<file path="config.mk">
export PLATFORM = sky130hd
export DESIGN_NAME = rom_sequencer
export DESIGN_NICKNAME = d
export VERILOG_FILES = /design/src/rtl/seq_pkg.sv /design/src/rtl/pc_counter.sv /design/src/rtl/rom_sequencer.sv
export SDC_FILE = /design/constraint.sdc
export NUM_CORES = 1
export LEC_CHECK = 0
export BUFFER_PORTS_ARGS = -buffer_cell sky130_fd_sc_hd__buf_2
export CORE_MARGIN = 2
export CORE_UTILIZATION = 46
export CTS_CLUSTER_SIZE = 12
export DETAILED_ROUTE_END_ITERATION = 16
export HOLD_SLACK_MARGIN = 0.02
export PLACE_DENSITY = 0.78
export RECOVER_POWER = 50
export SYNTH_ARGS = -nofsm -noshare
export SYNTH_HDL_FRONTEND = slang
export SYNTH_HIERARCHICAL = 1
export SYNTH_SLANG_ARGS = --single-unit
</file>
<file path="constraint.sdc">
create_clock -name clk -period 2.15 [get_ports clk]
set_input_delay 0.1075 -clock clk [delete_from_list [all_inputs] [get_ports clk]]
set_output_delay 0.1075 -clock clk [all_outputs]
set_load 0.1 [all_outputs]
</file>
<file path="src/rtl/seq_pkg.sv">
// Shared definitions for the ROM-driven microsequencer.
//   ADDR_W_DEFAULT / WORD_W_DEFAULT : default control ROM address and word widths
//   state_t : sequencer FSM states
//   mode_t  : whether the FSM keeps fetching after an instruction retires
package seq_pkg;

  localparam int ADDR_W_DEFAULT = 4;
  localparam int WORD_W_DEFAULT = 10;

  typedef enum logic [1:0] {
    ST_IDLE  = 2'd0,
    ST_FETCH = 2'd1,
    ST_EXEC  = 2'd2,
    ST_HALT  = 2'd3
  } state_t;

  typedef enum logic {
    MODE_SINGLE = 1'b0,
    MODE_CONT   = 1'b1
  } mode_t;

endpackage

</file>
<file path="src/rtl/pc_counter.sv">
// Program counter for the microsequencer.
//   clk, rst_n : clock, asynchronous active-low reset (PC clears to 0)
//   clear      : synchronous return to address 0 (restart from HALT)
//   done       : current instruction retired; PC advances this edge
//   jump       : qualified by done; load jump_addr instead of incrementing
//   jump_addr  : jump target
//   pc         : current PC, drives the ROM address
//   wrap       : one-cycle pulse following an increment from all-ones to 0
module pc_counter #(
  parameter int ADDR_W = seq_pkg::ADDR_W_DEFAULT
) (
  input  logic              clk,
  input  logic              rst_n,
  input  logic              clear,
  input  logic              done,
  input  logic              jump,
  input  logic [ADDR_W-1:0] jump_addr,
  output logic [ADDR_W-1:0] pc,
  output logic              wrap
);

  localparam logic [ADDR_W-1:0] PC_MAX = {ADDR_W{1'b1}};

  // NOTE: sequential state uses non-blocking assignments so every register
  // samples pre-edge values regardless of statement order.
  always_ff @(posedge clk or negedge rst_n) begin
    if (!rst_n) begin
      pc   <= '0;
      wrap <= 1'b0;
    end else begin
      wrap <= 1'b0;
      if (clear) begin
        pc <= '0;
      end else if (done) begin
        if (jump) begin
          // A jump that lands on 0 is not a rollover, so wrap stays low.
          pc <= jump_addr;
        end else begin
          pc   <= pc + 1'b1;
          wrap <= (pc == PC_MAX);
        end
      end
    end
  end

endmodule

</file>
<file path="src/rtl/rom_sequencer.sv">
// Control-ROM microsequencer: fetches a control word at the PC, presents it to
// the datapath until the datapath reports completion, then advances or jumps.
//   clk, rst_n    : clock, asynchronous active-low reset
//   run_i         : level; keep executing back-to-back while high
//   step_i        : pulse; execute a single instruction from IDLE
//   halt_i        : level; stop at the next instruction boundary
//   restart_i     : pulse; leave HALT with PC cleared to 0
//   rom_addr_o    : ROM address (the PC)
//   rom_data_i    : combinational ROM data for rom_addr_o
//   ctrl_word_o   : registered control word to the datapath
//   ctrl_valid_o  : ctrl_word_o is live (EXEC)
//   exec_done_i   : datapath finished the current control word
//   jump_i        : with exec_done_i, load PC from jump_addr_i
//   jump_addr_i   : jump target
//   wrap_o        : one-cycle pulse after PC rolls over from max to 0
//   halted_o      : FSM is in HALT
//   busy_o        : FSM is in FETCH or EXEC
module rom_sequencer
  import seq_pkg::*;
#(
  parameter int ADDR_W = ADDR_W_DEFAULT,
  parameter int WORD_W = WORD_W_DEFAULT
) (
  input  logic              clk,
  input  logic              rst_n,
  input  logic              run_i,
  input  logic              step_i,
  input  logic              halt_i,
  input  logic              restart_i,
  output logic [ADDR_W-1:0] rom_addr_o,
  input  logic [WORD_W-1:0] rom_data_i,
  output logic [WORD_W-1:0] ctrl_word_o,
  output logic              ctrl_valid_o,
  input  logic              exec_done_i,
  input  logic              jump_i,
  input  logic [ADDR_W-1:0] jump_addr_i,
  output logic              wrap_o,
  output logic              halted_o,
  output logic              busy_o
);

  state_t state;
  state_t state_next;
  mode_t  mode;

  logic   word_load;
  logic   instr_done;
  logic   pc_clear;
  logic   mode_load;
  mode_t  mode_value;

  // State register.
  always_ff @(posedge clk or negedge rst_n) begin
    if (!rst_n) begin
      state <= ST_IDLE;
    end else begin
      state <= state_next;
    end
  end

  // Next-state logic. halt_i wins over run/step both in IDLE and at the
  // instruction boundary; run_i dropping mid-instruction only matters at the
  // boundary, so an instruction in flight always retires.
  always_comb begin
    // NOTE: assigning a default before the case keeps every path driven, so
    // no latch is inferred when a branch leaves the state unchanged.
    state_next = state;
    unique case (state)
      ST_IDLE: begin
        if (halt_i)       state_next = ST_HALT;
        else if (run_i)   state_next = ST_FETCH;
        else if (step_i)  state_next = ST_FETCH;
      end
      ST_FETCH: state_next = ST_EXEC;
      ST_EXEC: begin
        if (exec_done_i) begin
          if (halt_i)                          state_next = ST_HALT;
          else if (mode == MODE_CONT && run_i) state_next = ST_FETCH;
          else                                 state_next = ST_IDLE;
        end
      end
      ST_HALT: begin
        if (restart_i) state_next = ST_IDLE;
      end
      default: state_next = ST_IDLE;
    endcase
  end

  // Output and strobe decode, all from the current state.
  always_comb begin
    ctrl_valid_o = 1'b0;
    busy_o       = 1'b0;
    halted_o     = 1'b0;
    word_load    = 1'b0;
    instr_done   = 1'b0;
    pc_clear     = 1'b0;
    mode_load    = 1'b0;
    mode_value   = MODE_SINGLE;
    unique case (state)
      ST_IDLE: begin
        // Mode is latched only when an instruction actually starts.
        mode_load  = !halt_i && (run_i || step_i);
        mode_value = run_i ? MODE_CONT : MODE_SINGLE;
      end
      ST_FETCH: begin
        busy_o    = 1'b1;
        word_load = 1'b1;
      end
      ST_EXEC: begin
        busy_o       = 1'b1;
        ctrl_valid_o = 1'b1;
        instr_done   = exec_done_i;
      end
      ST_HALT: begin
        halted_o = 1'b1;
        pc_clear = restart_i;
      end
      default: ;
    endcase
  end

  always_ff @(posedge clk or negedge rst_n) begin
    if (!rst_n) begin
      mode <= MODE_SINGLE;
    end else if (mode_load) begin
      mode <= mode_value;
    end
  end

  // Control word is captured at the end of FETCH and then held untouched
  // through EXEC, so the datapath sees a stable word however long it takes.
  always_ff @(posedge clk or negedge rst_n) begin
    if (!rst_n) begin
      ctrl_word_o <= '0;
    end else if (word_load) begin
      ctrl_word_o <= rom_data_i;
    end
  end

  pc_counter #(
    .ADDR_W (ADDR_W)
  ) u_pc (
    .clk       (clk),
    .rst_n     (rst_n),
    .clear     (pc_clear),
    .done      (instr_done),
    .jump      (jump_i),
    .jump_addr (jump_addr_i),
    .pc        (rom_addr_o),
    .wrap      (wrap_o)
  );

endmodule

</file>
==> results by group, run 1 <==
Status
  • Outcome: finished, final reports clean

Synth
  • Top_reg_cell synth: dfrtp_1
  • Post-synth EDFFs: 0
  • Synthesized flop and latch total: 18
  • Synth Net Count: around 110
  • Most common cell in the netlist: dfrtp_1
  • Post-Syn Area: roughly 920 sq um
  • Cell variety after synth: 30
  • Yosys warnings: 6
  • Most frequent cells after synthesis: dfrtp_1 (18), mux2_2 (8), ha_1 (7)
  • Cell taking the most area after synthesis: dfrtp_1
  • Sequential share of the synthesized area: 0.488
  • Post-synth top area share: 0.488
  • Top cells by area, synth: dfrtp_1 (49%), mux2_2 (9.8%), ha_1 (9.5%)
  • Async S/R FF share, synth: 1.00
  • Syn avg cell area: between 10 and 15 sq um
  • Post-Syn Instances: 77

Cells and area
  • FILL cells: 183
  • # diodes: 0
  • Final std cells w/o fill: 145
  • Layout cells sized above 1: 0.381
  • Layout area overhead: 25.9%
  • Final nets: around 150

Floorplan
  • Starting Density: 0.480
  • Die Area: between 0.002 and 0.0025 sq mm
  • FP Rows: 16
  • I/O pins: 40
  • Area of the core: just under 0.002 sq mm
  • Die W: 48.8 um
  • Die span in y: slightly below 50 um

Routing
  • Routed vias: approximately 730
  • Initial drt markers: 10
  • Wire per inst: between 10 and 15 um
  • Routed wire length: ~1700 um
  • Antenna-violating nets left: 0
  • First-pass iteration count of the detailed router: 3
  • DRC: 0
  • Vias per std cell: around 5.0

Hold path
  • Hold crit path type: primary input to flip-flop

Setup path
  • Arr. time, crit path: approximately 2 ns
  • Kind of critical path: flip-flop to flip-flop
  • Critical Path Sink Type: flip-flop
  • CP required: approximately 2.4 ns
  • Reg2Reg Setup Slack: approximately 0.35 ns
  • CP Max Fanout: 7
  • Startpoint Class: flip-flop

Timing
  • Final setup viols: 0
  • Final Skew: slightly above 0.004 ns
  • Unrepaired setup endpoints after global routing: false
  • Final hold vios: 0
  • Setup tns final: 0 ns
  • Max Fclk: approximately 560 MHz
  • Worst slew margin relative to its limit: 0.225
  • Tightest Pin Transition: between 1 and 1.5 ns
  • Fin crit share: 0.837
  • Max Slew Vio Count: 0
  • Final min period: about 1.8 ns

Clocking
  • Clock Tree Root: clkbuf_4
  • H-Tree Depth: 1
  • Setup Fix Bufs, Post-CTS: 0
  • Clock latency on the worst-skew pair: approximately 0.27 ns
  • Clock slew at reported path FFs: 0.09 ns
  • Number of clock sinks: 18
  • CTS buffer count: 3
  • Max Root-Sink Buffers: 2
  • CTS tree: yes

Global route
  • GR Util met3: 0.0123
  • GRT met1 Usage: 0.211
  • Largest net degree at the start of global routing: 19
  • Vias in the first global route: about 700
  • Overall overflow remaining after global route: 0
  • Initial antenna violation count: 0
  • First-pass GRT wire length: just under 3000 um
  • Most Crowded Layer GR: met2
  • Met2 Usage GRT: 0.260
  • Gr usage total: 0.159

Place
  • I/O Buffers: 39
  • HPWL Detailed: 1370 um
  • Gp weighted congestion: about 0.83
  • DP Cell Count: between 100 and 150

Flow run
  • Max-cap violations: 0
-- placed cells by master (no fill, tap or decap), drive strengths merged --
master / instances
nand3b: 1
or4: 1
a2111oi: 1
inv: 5
a221o: 1
nand2: 2
clkbuf: 13
a211oi: 1
o21ai: 1
o22ai: 1
buf: 29
a31oi: 2
nor2: 3
a22o: 1
and4bb: 1
and3: 2
a21oi: 4
nand3: 2
dlygate4sd3: 1
and2: 2
nor2b: 1
nand2b: 2
mux2: 10
ha: 7
nor4b: 1
a21o: 2
dfrtp: 18
mux2i: 3
-- layer usage --
| layer | share of wire | vias up |
|---|---|---|
| met5 | 0 | - |
| met4 | 0.016 | 0 |
| met3 | 0.059 | 2 |
| met2 | 0.47 | 26 |
| met1 | 0.45 | 339 |
| li1 | - | 360 |
-- sequential cells by signal (all words and copies together) (netlist names) --
signal       count
ctrl_word_o     10
u_pc/pc          4
state            2
mode             1
u_pc/wrap        1
-- worst paths after layout --
path,from,end,cells after the start
worst max-delay path,state[0]$_DFFE_PN0P_,u_pc/pc[3]$_DFFE_PN0P_,6
worst max register to register,state[0]$_DFFE_PN0P_,u_pc/pc[3]$_DFFE_PN0P_,6
max in group asynchronous,rst_n,ctrl_word_o[0]$_DFFE_PN0N_,2
min in group asynchronous,rst_n,ctrl_word_o[3]$_DFFE_PN0N_,2
worst min-delay path,rom_data_i[2],ctrl_word_o[2]$_DFFE_PN0N_,2
worst min register to register,ctrl_word_o[9]$_DFFE_PN0N_,ctrl_word_o[9]$_DFFE_PN0N_,1
-- critical path, stage by stage (launching register included) --
cell     delay, ns
dfrtp_1       0.42
inv_1         0.17
ha_1          0.19
and2_2        0.21
inv_2         0.07
or4_1         0.49
a31oi_1       0.17
-- repair_timing --
action / CTS / global route
hold endpoints to repair: 18 / 0
resized for setup: 0 / 0
hold buffers: 1 / 0
-- cells by family after synthesis --
| logic type | after synthesis | synth area share |
|---|---|---|
| flops | 18 | 0.488 |
| fa+ha+maj | 7 | 0.0950 |
| compound gates | 14 | 0.110 |
| simple gates | 18 | 0.121 |
| mux | 13 | 0.155 |
| buf+inv | 7 | 0.0312 |
-- per-stage QoR --
| step | hold slack, ns | util | area, sq um | setup slack (ns) |
|---|---|---|---|---|
| 5_1_grt | 0.0302 | 0.604 | 1160 | 0.208 |
| 3_3_place_gp | 0.0559 | 0.594 | 1140 | 0.435 |
| 4_1_cts | 0.0436 | 0.611 | 1170 | 0.332 |
| 6_report | 0.0503 | 0.604 | 1160 | 0.350 |
| 3_5_place_dp | 0.0582 | 0.594 | 1140 | 0.337 |
| 2_1_floorplan | -0.188 | - | 922 | 0.131 |
-- layout make-up --
type | instances | area (sq um) | area share
Clock buffer | 3 | 22.5 | 0.0194
Inverter | 5 | 18.8 | 0.0162
Multi-Input combinational cell | 52 | 443 | 0.381
Sequential cell | 18 | 450 | 0.388
Tap cell | 27 | 33.8 | 0.0291
Timing Repair Buffer | 40 | 193 | 0.166
Power of run 1 is not shown: default switching activity piles up to over one toggle a cycle in this logic, so the estimate is an artifact.
==> run 2: changes to the inputs <==
Clock period 2.15 ns to 1.8 ns, I/O delays scaled along.
==> results by group, run 2 (synthesized netlist as in run 1, its figures left out) <==
Timing
  • Max Slew Vio Count: 0
  • Worst slew margin relative to its limit: 0.357
  • Fin crit share: 0.951
  • Final setup viols: 0
  • Final min period: roughly 1.7 ns
  • Unrepaired setup endpoints after global routing: false
  • Final hold vios: 0
  • Max Fclk: 584 MHz
  • Final Skew: slightly below 0.001 ns
  • Setup tns final: 0 ns
  • Tightest Pin Transition: 0.965 ns

Cells and area
  • Largest regs: ctrl_word_o x10, u_pc/pc x4, state x2
  • FILL cells: 187
  • Commonest non-fill, non-tap cell in the layout: buf_2
  • Max reg flops: 10
  • Final core occ: 0.635
  • Final instance area: 0.00122 sq mm
  • Commonest non-fill, non-tap cells in the layout: buf_2 (29), dfrtp_1 (18), clkbuf_2 (9)
  • Top reg by flops: ctrl_word_o
  • Layout area overhead: 32.4%
  • Layout cells sized above 1: 0.463
  • # diodes: 0
  • Final nets: 154

Global route
  • Initial antenna violation count: 0
  • Gr usage total: 0.184
  • Vias in the first global route: 760
  • Largest net degree at the start of global routing: 19
  • First-pass GRT wire length: around 3300 um
  • Overall overflow remaining after global route: 0

Setup path
  • Arr. time, crit path: approximately 1.6 ns
  • CP Max Fanout: 5
  • Critical Path Sink Type: output port
  • Startpoint Class: flip-flop
  • Worst R2R Path Depth: 6
  • Kind of critical path: flip-flop to output port
  • CP required: between 1.5 and 2 ns

Routing
  • Routed vias: between 700 and 800
  • Antenna-violating nets left: 0
  • Routed wire length: ~2000 um
  • DRC: 0
  • Wire per inst: ~13 um
  • First-pass iteration count of the detailed router: 4
  • Initial drt markers: 9
  • Vias per std cell: approximately 5.2

Floorplan
  • Area of the core: a little under 0.002 sq mm
  • Die Area: between 0.002 and 0.0025 sq mm
  • Die span in y: 48.8 um
  • Starting Density: 0.480
  • I/O pins: 40
  • FP Rows: 16
  • Die W: ~49 um

Clocking
  • CTS tree: yes
  • Max Root-Sink Buffers: 2
  • Clock slew at reported path FFs: roughly 0.10 ns
  • Number of clock sinks: 18
  • CTS buffer count: 3
  • Clock Tree Root: clkbuf_4
  • H-Tree Depth: 1
  • Clock latency on the worst-skew pair: approximately 0.28 ns

Place
  • Gp weighted congestion: 0.724
  • I/O Buffers: 39
  • HPWL Detailed: ~1600 um
  • Cell Area, Placed: roughly 0.0012 sq mm

Flow run
  • Max-cap violations: 0

Hold path
  • Worst hold path depth: 2
  • Hold crit path type: primary input to flip-flop

Status
  • Outcome: finished, final reports clean
[run 2: cell types whose count changed in the layout (fill, tap and decap cells not counted)]
cell,change
and2_4,+1
clkbuf_1,-9
buf_4,+2
clkbuf_2,+9
and2_2,-1
ha_1,-1
dlygate4sd3_1,+3
ha_2,+1
[run 2: final cells by class]
| cell class | count | area (sq um) | area share |
|---|---|---|---|
| flip-flops and latches | 18 | 450 | 0.369 |
| clock buffers | 3 | 22.5 | 0.0184 |
| repair buffers | 45 | 249 | 0.204 |
| inverters | 5 | 18.8 | 0.0154 |
| multi-input cells | 52 | 447 | 0.366 |
| well taps | 27 | 33.8 | 0.0277 |
[run 2: stage by stage]
stage	hold WS [ns]	worst slack, ns	cells
after CTS	0.0253	0.0721	147
after global placement	0.0362	0.193	143
after detailed placement	0.0407	0.118	143
after global routing	0.0281	0.0215	150
final	0.0362	0.0878	150
after floorplan	-0.206	0.0258	77
[run 2: routing by layer]
metal,share of wire,up-vias,GRT usage
li1,-,369,-
met1,0.38,373,0.199
met2,0.54,31,0.345
met3,0.063,4,0.0399
met4,0.015,0,0.0762
met5,0,-,0
[run 2: worst paths after layout]
kind	from	to	slack, ns
setup / recovery	state[0]$_DFFE_PN0P_	busy_o	0.09
min in group asynchronous	rst_n	ctrl_word_o[6]$_DFFE_PN0N_	0.48
hold reg to reg	ctrl_word_o[9]$_DFFE_PN0N_	ctrl_word_o[9]$_DFFE_PN0N_	0.51
hold / removal	rom_data_i[4]	ctrl_word_o[4]$_DFFE_PN0N_	0.04
max in group asynchronous	rst_n	u_pc/pc[1]$_DFFE_PN0P_	0.74
setup reg to reg	state[0]$_DFFE_PN0P_	u_pc/pc[3]$_DFFE_PN0P_	0.12
[run 2: critical path: stages (launching register included)]
cell     delay [ns]
dfrtp_1        0.41
inv_1          0.08
buf_4          0.16
ha_1           0.27
buf_2          0.42
[run 2: what timing repair did]
action | in CTS | in global routing
resized for setup | 0 | 1
setup endpoints to repair | 0 | 1
endpoints found under the hold margin | 18 | 3
setup buffers | 0 | 0
hold buffers | 1 | 3
Power of run 2 is left out for the same reason.
==> run 3: changes to the inputs <==
Settings changed: PLACE_DENSITY 0.78 to 0.88.
==> results by group, run 3 (synthesized netlist as in run 1, its figures left out) <==
Status
  • Outcome: finished, final reports clean

Timing
  • Max Slew Vio Count: 0
  • Final hold vios: 0
  • Worst slew margin relative to its limit: 0.377
  • Tightest Pin Transition: 0.934 ns
  • Final setup viols: 0
  • Unrepaired setup endpoints after global routing: false
  • Max Fclk: 591 MHz
  • Fin crit share: 0.940
  • Final min period: 1.69 ns
  • Final Skew: 0.00279 ns
  • Setup tns final: 0 ns

Setup path
  • CP Max Fanout: 7
  • Critical Path Sink Type: flip-flop
  • CP required: 2.01 ns
  • Reg2Reg Setup Slack: around 0.11 ns
  • RR Startpoint: state[0]$_DFFE_PN0P_
  • Kind of critical path: flip-flop to flip-flop
  • Worst flop-to-flop path endpoint: u_pc/pc[3]$_DFFE_PN0P_
  • Worst R2R Path Depth: 6
  • Arr. time, crit path: around 1.9 ns
  • Startpoint Class: flip-flop

Clocking
  • CTS buffer count: 3
  • Clock slew at reported path FFs: about 0.090 ns
  • H-Tree Depth: 1
  • Number of clock sinks: 18
  • Max Root-Sink Buffers: 2
  • Clock Tree Root: clkbuf_4
  • CTS tree: yes
  • Clock latency on the worst-skew pair: between 0.2 and 0.3 ns

Floorplan
  • Die Area: ~0.0024 sq mm
  • Starting Density: 0.480
  • Area of the core: slightly below 0.002 sq mm
  • Die W: between 40 and 50 um
  • I/O pins: 40
  • FP Rows: 16
  • Die span in y: just under 50 um

Routing
  • Vias per std cell: approximately 5
  • Routed vias: 743
  • First-pass iteration count of the detailed router: 4
  • Routed wire length: about 1800 um
  • Antenna-violating nets left: 0
  • Initial drt markers: 11
  • DRC: 0
  • Wire per inst: approximately 12 um

Cells and area
  • Largest regs: ctrl_word_o x10, u_pc/pc x4, state x2
  • Final nets: 150
  • # diodes: 0
  • Max reg flops: 10
  • Layout cells sized above 1: 0.471
  • FILL cells: between 150 and 200
  • Layout area overhead: 28.5%
  • Commonest non-fill, non-tap cell in the layout: buf_2
  • Commonest non-fill, non-tap cells in the layout: buf_2 (28), dfrtp_1 (18), clkbuf_2 (9)
  • Top reg by flops: ctrl_word_o

Hold path
  • WHS Endpoint: ctrl_word_o[9]$_DFFE_PN0N_
  • Worst hold path depth: 2
  • Hold crit path type: primary input to flip-flop
  • Worst hold path startpoint: rom_data_i[9]

Global route
  • Initial antenna violation count: 0
  • Overall overflow remaining after global route: 0
  • Largest net degree at the start of global routing: 19
  • First-pass GRT wire length: around 2900 um
  • Gr usage total: 0.161
  • Vias in the first global route: approximately 690

Place
  • I/O Buffers: 39
  • Gp weighted congestion: roughly 0.79
  • HPWL Detailed: about 1400 um

Flow run
  • Max-cap violations: 0
[run 3: layer usage]
layer | global-route usage | wire [um] | vias up
met5 | 0 | 0 | -
met4 | 0.0857 | 27 | 0
met3 | 0.0245 | 111 | 2
met2 | 0.276 | 894 | 32
met1 | 0.193 | 782 | 344
li1 | - | - | 365
[run 3: cell type report]
| type | count | area (sq um) | area share |
|---|---|---|---|
| inverter | 5 | 18.8 | 0.0158 |
| multi-input combinational | 52 | 445 | 0.376 |
| sequential | 18 | 450 | 0.380 |
| tap | 27 | 33.8 | 0.0285 |
| clock buffer | 3 | 22.5 | 0.0190 |
| timing repair buffer | 41 | 214 | 0.181 |
[run 3: per-stage QoR]
step	util	instances	area, sq um	hold WS [ns]	worst slack (ns)
after floorplan	-	77	925	-0.206	0.0258
after global placement	0.599	142	1150	0.0331	0.197
after detailed placement	0.599	142	1150	0.0333	0.150
after CTS	0.616	146	1180	0.0247	0.0920
after global routing	0.617	146	1180	0.0252	0.0254
final	0.617	146	1180	0.0277	0.107
[run 3: repair_timing]
item | in CTS | in global routing
gates resized for setup | 0 | 1
endpoints found under the hold margin | 18 | 0
endpoints found under the setup margin | 0 | 1
hold buffers | 1 | 0
buffers inserted | 0 | 0
[run 3: worst max-delay path: stages (launching register included)]
cell	delay, ns
dfrtp_1	0.43
inv_1	0.09
ha_1	0.16
and2_2	0.21
inv_2	0.07
or4_1	0.49
a31oi_1	0.17
[run 3: worst max-delay path by stage]
stage / cells after the start / from / to
final: 6 / state[0]$_DFFE_PN0P_ / u_pc/pc[3]$_DFFE_PN0P_
after global routing: 6 / state[0]$_DFFE_PN0P_ / u_pc/pc[3]$_DFFE_PN0P_
after CTS: 4 / state[0]$_DFFE_PN0P_ / busy_o
after detailed placement: 6 / state[0]$_DFFE_PN0P_ / u_pc/pc[3]$_DFFE_PN0P_
after global placement: 6 / state[0]$_DFFE_PN0P_ / u_pc/pc[3]$_DFFE_PN0P_
after floorplan: 3 / u_pc/pc[0]$_DFFE_PN0P_ / u_pc/pc[3]$_DFFE_PN0P_
Power of run 3 is left out for the same reason.
